[config.mk]
export PLATFORM = sky130hd
export DESIGN_NAME = core_sequencer_flat
export DESIGN_NICKNAME = d
export VERILOG_FILES = /design/src/rtl/core_pkg.sv /design/src/rtl/core_sequencer_if.sv /design/src/rtl/bus_timer.sv /design/src/rtl/core_sequencer.sv /design/src/flat_wrapper.sv
export SDC_FILE = /design/constraint.sdc
export NUM_CORES = 1
export LEC_CHECK = 0
export CAP_MARGIN = 20
export CORE_MARGIN = 4
export CORE_UTILIZATION = 43
export CTS_CLUSTER_SIZE = 14
export DETAILED_ROUTE_END_ITERATION = 7
export PLACE_DENSITY = 0.89
export SYNTH_ARGS = -nofsm -noshare
export SYNTH_HDL_FRONTEND = slang
export SYNTH_SLANG_ARGS = --single-unit
[constraint.sdc]
create_clock -name clk -period 2.1 [get_ports clk]
set_input_delay 0.42 -clock clk [delete_from_list [all_inputs] [get_ports clk]]
set_output_delay 0.42 -clock clk [all_outputs]
set_load 0.01 [all_outputs]
[src/rtl/core_pkg.sv]
// Shared definitions for the multi-cycle core sequencer: state encoding,
// trap cause codes and the reset value of the instruction register.
package core_pkg;

  typedef enum logic [2:0] {
    S_FETCH,
    S_DECODE,
    S_EXEC,
    S_MEM,
    S_WB,
    S_TRAP
  } state_t;

  localparam logic [2:0] CAUSE_ILLEGAL  = 3'd0;
  localparam logic [2:0] CAUSE_SYSTEM   = 3'd1;
  localparam logic [2:0] CAUSE_IMEM_TO  = 3'd2;
  localparam logic [2:0] CAUSE_DMEM_TO  = 3'd3;
  localparam logic [2:0] CAUSE_MISALIGN = 3'd4;

  // addi x0,x0,0
  localparam logic [31:0] NOP_INST = 32'h0000_0013;

  // A control-transfer target is only legal on a word boundary.
  function automatic logic isMisaligned(input logic [31:0] addr);
    return addr[1:0] != 2'b00;
  endfunction

endpackage

[src/rtl/core_sequencer_if.sv]
// Instruction and data memory handshakes of the core sequencer.
// The sequencer is the master on both buses; memories are slaves.
interface core_sequencer_if;

  logic        imem_req;
  logic [31:0] imem_addr;
  logic        imem_ack;
  logic [31:0] imem_rdata;
  logic        dmem_req;
  logic        dmem_we;
  logic        dmem_ack;

  modport master (
    output imem_req, imem_addr, dmem_req, dmem_we,
    input  imem_ack, imem_rdata, dmem_ack
  );

  modport slave (
    input  imem_req, imem_addr, dmem_req, dmem_we,
    output imem_ack, imem_rdata, dmem_ack
  );

endinterface

[src/rtl/bus_timer.sv]
// Wait-cycle counter shared by the instruction fetch and the data access.
// 'expired' flags the request cycle in which the wait budget runs out
// without an acknowledge; an ack in that same cycle deasserts 'run' and
// so suppresses it.
module bus_timer #(
  parameter int LIMIT = 255
) (
  input  logic clk,
  input  logic nreset,
  input  logic run,
  input  logic clear,
  output logic expired
);

  logic [7:0] r_count;

  // Count unacknowledged request cycles; any idle or acked cycle restarts.
  always_ff @(posedge clk or negedge nreset) begin
    if (!nreset) begin
      r_count <= '0;
    end else if (clear) begin
      r_count <= '0;
    end else if (run) begin
      r_count <= r_count + 8'd1;
    end
  end

  assign expired = run && (r_count == 8'(LIMIT - 1));

endmodule

[src/rtl/core_sequencer.sv]
// Multi-cycle RV32I control sequencer. Owns the PC and the instruction
// register, drives both memory handshakes, turns decoder flags into
// single-cycle ALU / register-file / retire strobes and parks in a sticky
// TRAP state on any fault until the next reset.
module core_sequencer
  import core_pkg::*;
#(
  parameter logic [31:0] RESET_PC    = 32'h0000_0000,
  parameter int          BUS_TIMEOUT = 255
) (
  input  logic               clk,
  input  logic               nreset,
  input  logic               stall,
  core_sequencer_if.master   bus,
  output logic [31:0]        ir,
  output logic               dec_nreset,
  input  logic               mem_en,
  input  logic               rw,
  input  logic               rd_enc,
  input  logic               is_jal,
  input  logic               is_jalr,
  input  logic               is_branch,
  input  logic               is_fence,
  input  logic               is_system,
  input  logic               is_invalid,
  input  logic               branch_taken,
  input  logic [31:0]        target,
  output logic               exec_en,
  output logic               rf_we,
  output logic [31:0]        pc,
  output logic               retire,
  output logic               trap,
  output logic [2:0]         trap_cause
);

  state_t      r_state;
  state_t      w_nextState;
  logic [31:0] r_pc;
  logic [31:0] r_ir;
  logic [2:0]  r_cause;
  logic [2:0]  w_nextCause;
  logic        r_fetchPending;
  logic        w_loadIr;
  logic        w_loadPc;
  logic [31:0] w_nextPc;
  logic        w_busReq;
  logic        w_busAck;
  logic        w_expired;

  assign w_nextPc = (is_jal || is_jalr || (is_branch && branch_taken)) ? target : r_pc + 32'd4;

  assign w_busReq = bus.imem_req || bus.dmem_req;
  assign w_busAck = (bus.imem_req && bus.imem_ack) || (bus.dmem_req && bus.dmem_ack);

  bus_timer #(
    .LIMIT(BUS_TIMEOUT)
  ) u_busTimer (
    .clk    (clk),
    .nreset (nreset),
    .run    (w_busReq && !w_busAck),
    .clear  (!w_busReq || w_busAck),
    .expired(w_expired)
  );

  // State, PC, instruction register and trap cause registers.
  always_ff @(posedge clk or negedge nreset) begin
    if (!nreset) begin
      r_state        <= S_FETCH;
      r_pc           <= RESET_PC;
      r_ir           <= NOP_INST;
      r_cause        <= CAUSE_ILLEGAL;
      r_fetchPending <= 1'b0;
    end else begin
      r_state        <= w_nextState;
      r_cause        <= w_nextCause;
      r_fetchPending <= bus.imem_req && !bus.imem_ack && (w_nextState == S_FETCH);
      if (w_loadIr) begin
        r_ir <= bus.imem_rdata;
      end
      if (w_loadPc) begin
        r_pc <= w_nextPc;
      end
    end
  end

  // Next-state selection and per-state strobes; the fetch request is gated
  // by reset so nothing is requested while reset is held.
  always_comb begin
    w_nextState  = r_state;
    w_nextCause  = r_cause;
    w_loadIr     = 1'b0;
    w_loadPc     = 1'b0;
    bus.imem_req = 1'b0;
    bus.dmem_req = 1'b0;
    bus.dmem_we  = 1'b0;
    exec_en      = 1'b0;
    rf_we        = 1'b0;
    retire       = 1'b0;
    dec_nreset   = 1'b0;
    case (r_state)
      S_FETCH: begin
        bus.imem_req = nreset && (r_fetchPending || !stall);
        if (bus.imem_req && bus.imem_ack) begin
          w_loadIr    = 1'b1;
          w_nextState = S_DECODE;
        end else if (w_expired) begin
          w_nextCause = CAUSE_IMEM_TO;
          w_nextState = S_TRAP;
        end
      end
      S_DECODE: begin
        dec_nreset = 1'b1;
        if (is_invalid) begin
          w_nextCause = CAUSE_ILLEGAL;
          w_nextState = S_TRAP;
        end else if (is_system) begin
          w_nextCause = CAUSE_SYSTEM;
          w_nextState = S_TRAP;
        end else if (is_fence) begin
          w_nextState = S_WB;
        end else begin
          w_nextState = S_EXEC;
        end
      end
      S_EXEC: begin
        dec_nreset  = 1'b1;
        exec_en     = 1'b1;
        w_nextState = mem_en ? S_MEM : S_WB;
      end
      S_MEM: begin
        dec_nreset   = 1'b1;
        bus.dmem_req = 1'b1;
        bus.dmem_we  = rw;
        if (bus.dmem_ack) begin
          w_nextState = S_WB;
        end else if (w_expired) begin
          w_nextCause = CAUSE_DMEM_TO;
          w_nextState = S_TRAP;
        end
      end
      S_WB: begin
        dec_nreset = 1'b1;
        rf_we      = rd_enc;
        retire     = 1'b1;
        if (isMisaligned(w_nextPc)) begin
          w_nextCause = CAUSE_MISALIGN;
          w_nextState = S_TRAP;
        end else begin
          w_loadPc    = 1'b1;
          w_nextState = S_FETCH;
        end
      end
      S_TRAP: begin
        w_nextState = S_TRAP;
      end
      default: begin
        w_nextState = S_FETCH;
      end
    endcase
  end

  assign bus.imem_addr = r_pc;
  assign pc            = r_pc;
  assign ir            = r_ir;
  assign trap          = (r_state == S_TRAP);
  assign trap_cause    = r_cause;

endmodule

[src/flat_wrapper.sv]
// flat-port wrapper written by rule: the top's interface ports become plain ports
module core_sequencer_flat import core_pkg::*;
#(
  parameter logic [31:0] RESET_PC    = 32'h0000_0000,
  parameter int          BUS_TIMEOUT = 255
)
  (clk, nreset, stall, ir, dec_nreset, mem_en, rw, rd_enc, is_jal, is_jalr, is_branch, is_fence, is_system, is_invalid, branch_taken, target, exec_en, rf_we, pc, retire, trap, trap_cause, bus_imem_req, bus_imem_addr, bus_dmem_req, bus_dmem_we, bus_imem_ack, bus_imem_rdata, bus_dmem_ack);
  core_sequencer_if bus_i ();
  input  logic clk;
  input  logic nreset;
  input  logic stall;
  output logic [31:0] ir;
  output logic dec_nreset;
  input  logic mem_en;
  input  logic rw;
  input  logic rd_enc;
  input  logic is_jal;
  input  logic is_jalr;
  input  logic is_branch;
  input  logic is_fence;
  input  logic is_system;
  input  logic is_invalid;
  input  logic branch_taken;
  input  logic [31:0] target;
  output logic exec_en;
  output logic rf_we;
  output logic [31:0] pc;
  output logic retire;
  output logic trap;
  output logic [2:0] trap_cause;
  output wire logic [$bits(bus_i.imem_req)-1:0] bus_imem_req;
  output wire logic [$bits(bus_i.imem_addr)-1:0] bus_imem_addr;
  output wire logic [$bits(bus_i.dmem_req)-1:0] bus_dmem_req;
  output wire logic [$bits(bus_i.dmem_we)-1:0] bus_dmem_we;
  input wire logic [$bits(bus_i.imem_ack)-1:0] bus_imem_ack;
  input wire logic [$bits(bus_i.imem_rdata)-1:0] bus_imem_rdata;
  input wire logic [$bits(bus_i.dmem_ack)-1:0] bus_dmem_ack;
  assign bus_imem_req = bus_i.imem_req;
  assign bus_imem_addr = bus_i.imem_addr;
  assign bus_dmem_req = bus_i.dmem_req;
  assign bus_dmem_we = bus_i.dmem_we;
  assign bus_i.imem_ack = bus_imem_ack;
  assign bus_i.imem_rdata = bus_imem_rdata;
  assign bus_i.dmem_ack = bus_dmem_ack;
  core_sequencer #(.RESET_PC(RESET_PC), .BUS_TIMEOUT(BUS_TIMEOUT)) u_core (.clk(clk), .nreset(nreset), .stall(stall), .bus(bus_i), .ir(ir), .dec_nreset(dec_nreset), .mem_en(mem_en), .rw(rw), .rd_enc(rd_enc), .is_jal(is_jal), .is_jalr(is_jalr), .is_branch(is_branch), .is_fence(is_fence), .is_system(is_system), .is_invalid(is_invalid), .branch_taken(branch_taken), .target(target), .exec_en(exec_en), .rf_we(rf_we), .pc(pc), .retire(retire), .trap(trap), .trap_cause(trap_cause));
endmodule
==> impl_metrics.json <==
{
  "final_nets": 699,
  "die_x_um": 108,
  "final_common_cell": "clkdlybuf4s50_1",
  "p_comb_share_pct": 53.3,
  "routed_wl_mm": 12.9,
  "area.growth.synth_to_final_pct": 55.0,
  "grt_overflow": 0,
  "grt_pass1_vias": 4115,
  "final_cell_mix": "176 x clkdlybuf4s50_1, 76 x dfrtp_1, 35 x buf_4",
  "clkPwrFrac_pct": 15.3,
  "synth_top_area_share_pct": 44.6,
  "finalPower_w": 0.00854,
  "synth_seq_cells": 79,
  "yosysSeqAreaShare_pct": 46.4,
  "cts_num_sinks": 79,
  "drv_cap": 0,
  "slew_violations": 0,
  "yosys.area.top_type": "dfrtp_1",
  "routed_via_density": 5.45,
  "leakage_nw": 2.77,
  "die_h_um": 108,
  "fp.dieArea_um2": 11600,
  "setup_tns_ns": 0,
  "routedWlPerCell_um": 17.1,
  "ios": 186,
  "gp_congestion": 0.933,
  "post_dp_cell_area_um2": 6320,
  "grt_antenna_before_repair": 1,
  "p_sw_share_pct": 34.9,
  "drt-pass1-iter-count": 5,
  "grt_pass1_wl_mm": 20.4,
  "std_cell_rows": 36,
  "hold_viol": 0,
  "path_max_fanout": 7,
  "period_needed_ns": 2.00,
  "cp-end-kind": "output pin",
  "clkTransAtPathRegs_ns": 0.09,
  "grt_util_all_layers_pct": 22.1,
  "grt_max_degree": 80,
  "peakVddDrop_mv": 0.697,
  "top_layer": "met4",
  "cts.path.max_buffers": 2,
  "num_vias": 4111,
  "cp.required_ns": 1.68,
  "drive_gt1_share_pct": 16.7,
  "synth_nets": 515,
  "routed-wl-met2_mm": 6.24,
  "synthArstFlopShare_pct": 100,
  "crit_type": "reg -> out",
  "worstMarginPinSlew_ns": 0.554,
  "cts_setup_buffers": 0,
  "cts-root-buf": "clkbuf_8",
  "drc_errors": 0,
  "synthCells": 433,
  "pre_cts_slack_ns": -0.228,
  "core_area_um2": 9730,
  "detail-route-antenna-nets": 0,
  "fin_area_um2": 6610,
  "yosysWarnings": 0,
  "clk_latency_ns": 0.34,
  "min_path_type": "reg -> reg",
  "rsz0062_at_grt": "no",
  "synthTopCellsByArea": "dfrtp_1 45%, mux2_2 8.2%, buf_4 5.6%, a21oi_1 3.5%, a2bb2oi_1 3.5%",
  "finalWorstSetupSlack_ns": 0.0992,
  "synth_flop_cell": "dfrtp_1",
  "numPortBuffers": 185,
  "fin_crit_sh_pct": 95.3,
  "antenna_cells": 0,
  "setup_violations": 0,
  "drt-met1-wl_mm": 5.21,
  "dr_wl_met3_mm": 1.23,
  "slew_headroom_pct": 62.8,
  "power_switching_w": 0.00298,
  "p_per_area_nw_per_um2": 1290,
  "netlist_area_um2": 4260,
  "max_freq_mhz": 500,
  "cts_htree_levels": 3,
  "fin_skew_ns": 0.0128,
  "ys_types": 53,
  "power.internal_w": 0.00556,
  "start_kind": "flip-flop",
  "p_seq_share_pct": 31.5,
  "start_util_pct": 43.8,
  "cts_tree": "done",
  "drt_iter0_drc": 213,
  "avgSynthCellArea_um2": 9.85,
  "cts_buffers": 9,
  "hpwl_mm": 9.53,
  "outcome": "finished, final reports clean",
  "critPathArrivalTime_ns": 1.58,
  "synth_edf_count": 0
}
## final cells by class
| cell class | count | area, µm² |
|---|---|---|
| fillers | 737 | 3120 |
| repair buffers | 227 | 2240 |
| flip-flops and latches | 79 | 1980 |
| multi-input cells | 291 | 1960 |
| clock buffers | 13 | 169 |
| well taps | 133 | 166 |
| clock inverters | 3 | 65.1 |
| inverters | 9 | 33.8 |
## state kept, by name (all words and copies together), names as in the netlist
name,cells
u_core.trap_cause,3
u_core.u_busTimer.r_count,8
u_core.ir,32
u_core.r_state,3
u_core.r_fetchPending,1
u_core.bus.imem_addr,32
## final timing paths
kind                                   startpoint                       end  slack [ns]  cells after the start
worst max-delay path            u_core.r_state[1]                   exec_en         0.1                      5
worst min-delay path                u_core.ir[12]             u_core.ir[12]        0.50                      1
worst max register to register  u_core.r_state[0]      u_core.trap_cause[0]        0.11                      5
worst min register to register      u_core.ir[12]             u_core.ir[12]        0.50                      1
max in group asynchronous                  nreset              u_core.ir[1]        0.90                      4
min in group asynchronous                  nreset  u_core.bus.imem_addr[21]        0.58                      3
## logic make-up (layout without fill, tap and decap cells)
logic type / count (synthesis) / after routing / share of synthesized area (%)
AOI/OAI and AO/OA: 102 / 102 / 15.7
xor gates and xnor gates: 8 / 8 / 1.64
and+or+nand+nor: 144 / 144 / 17.7
muxes: 34 / 34 / 9.04
adders and majority gates: 3 / 3 / 0.880
buffers and inverters: 63 / 252 / 8.60
DFF: 79 / 79 / 46.4
## cell usage after synthesis (all sizes together) (6+ instances only)
master / n
nor3: 12
a21oi: 30
dfrtp: 76
nand3: 21
buf: 43
nand2: 30
o22ai: 16
o21ai: 14
xor2: 6
mux2: 33
and3: 9
clkbuf: 11
a2bb2oi: 17
nand4: 12
nor2: 34
inv: 9
## per-stage QoR
step           util, %  hold WS [ns]  std cells
2_1_floorplan        -         0.124        433
3_3_place_gp      65.0         0.477        737
3_5_place_dp      65.0         0.487        737
4_1_cts           67.5         0.406        753
5_1_grt           67.9         0.520        755
6_report          67.9         0.497        755
## metal layers
layer	global-route usage [%]	up-vias
li1	-	1920
met1	27.2	1968
met2	37.0	206
met3	6.72	17
met4	7.03	0
met5	0	-
## power groups by stage
stage | Sequential, W | Clock (W) | Combinational [W]
final | 0.00269 | 0.00130 | 0.00455
after global routing | 0.00278 | 0.00139 | 0.00486
after CTS | 0.00268 | 0.00133 | 0.00454
after detailed placement | 0.00270 | 0 | 0.00453
after global placement | 0.00264 | 0 | 0.00442
after floorplan | 0.00299 | 0 | 0.00183
## critical path, stage by stage (launching register included)
cell           delay, ns
dfrtp_1             0.36
buf_4               0.17
inv_1               0.07
buf_4               0.16
nor3_1              0.19
dlygate4sd2_1       0.29
## repair_timing
item                                    4_1_cts  5_1_grt
endpoints found under the setup margin        8        3
endpoints found under the hold margin         0        5
resized for setup                            15        4
hold buffers                                  0        1
No activity file was read; power rests on OpenSTA's default activity.
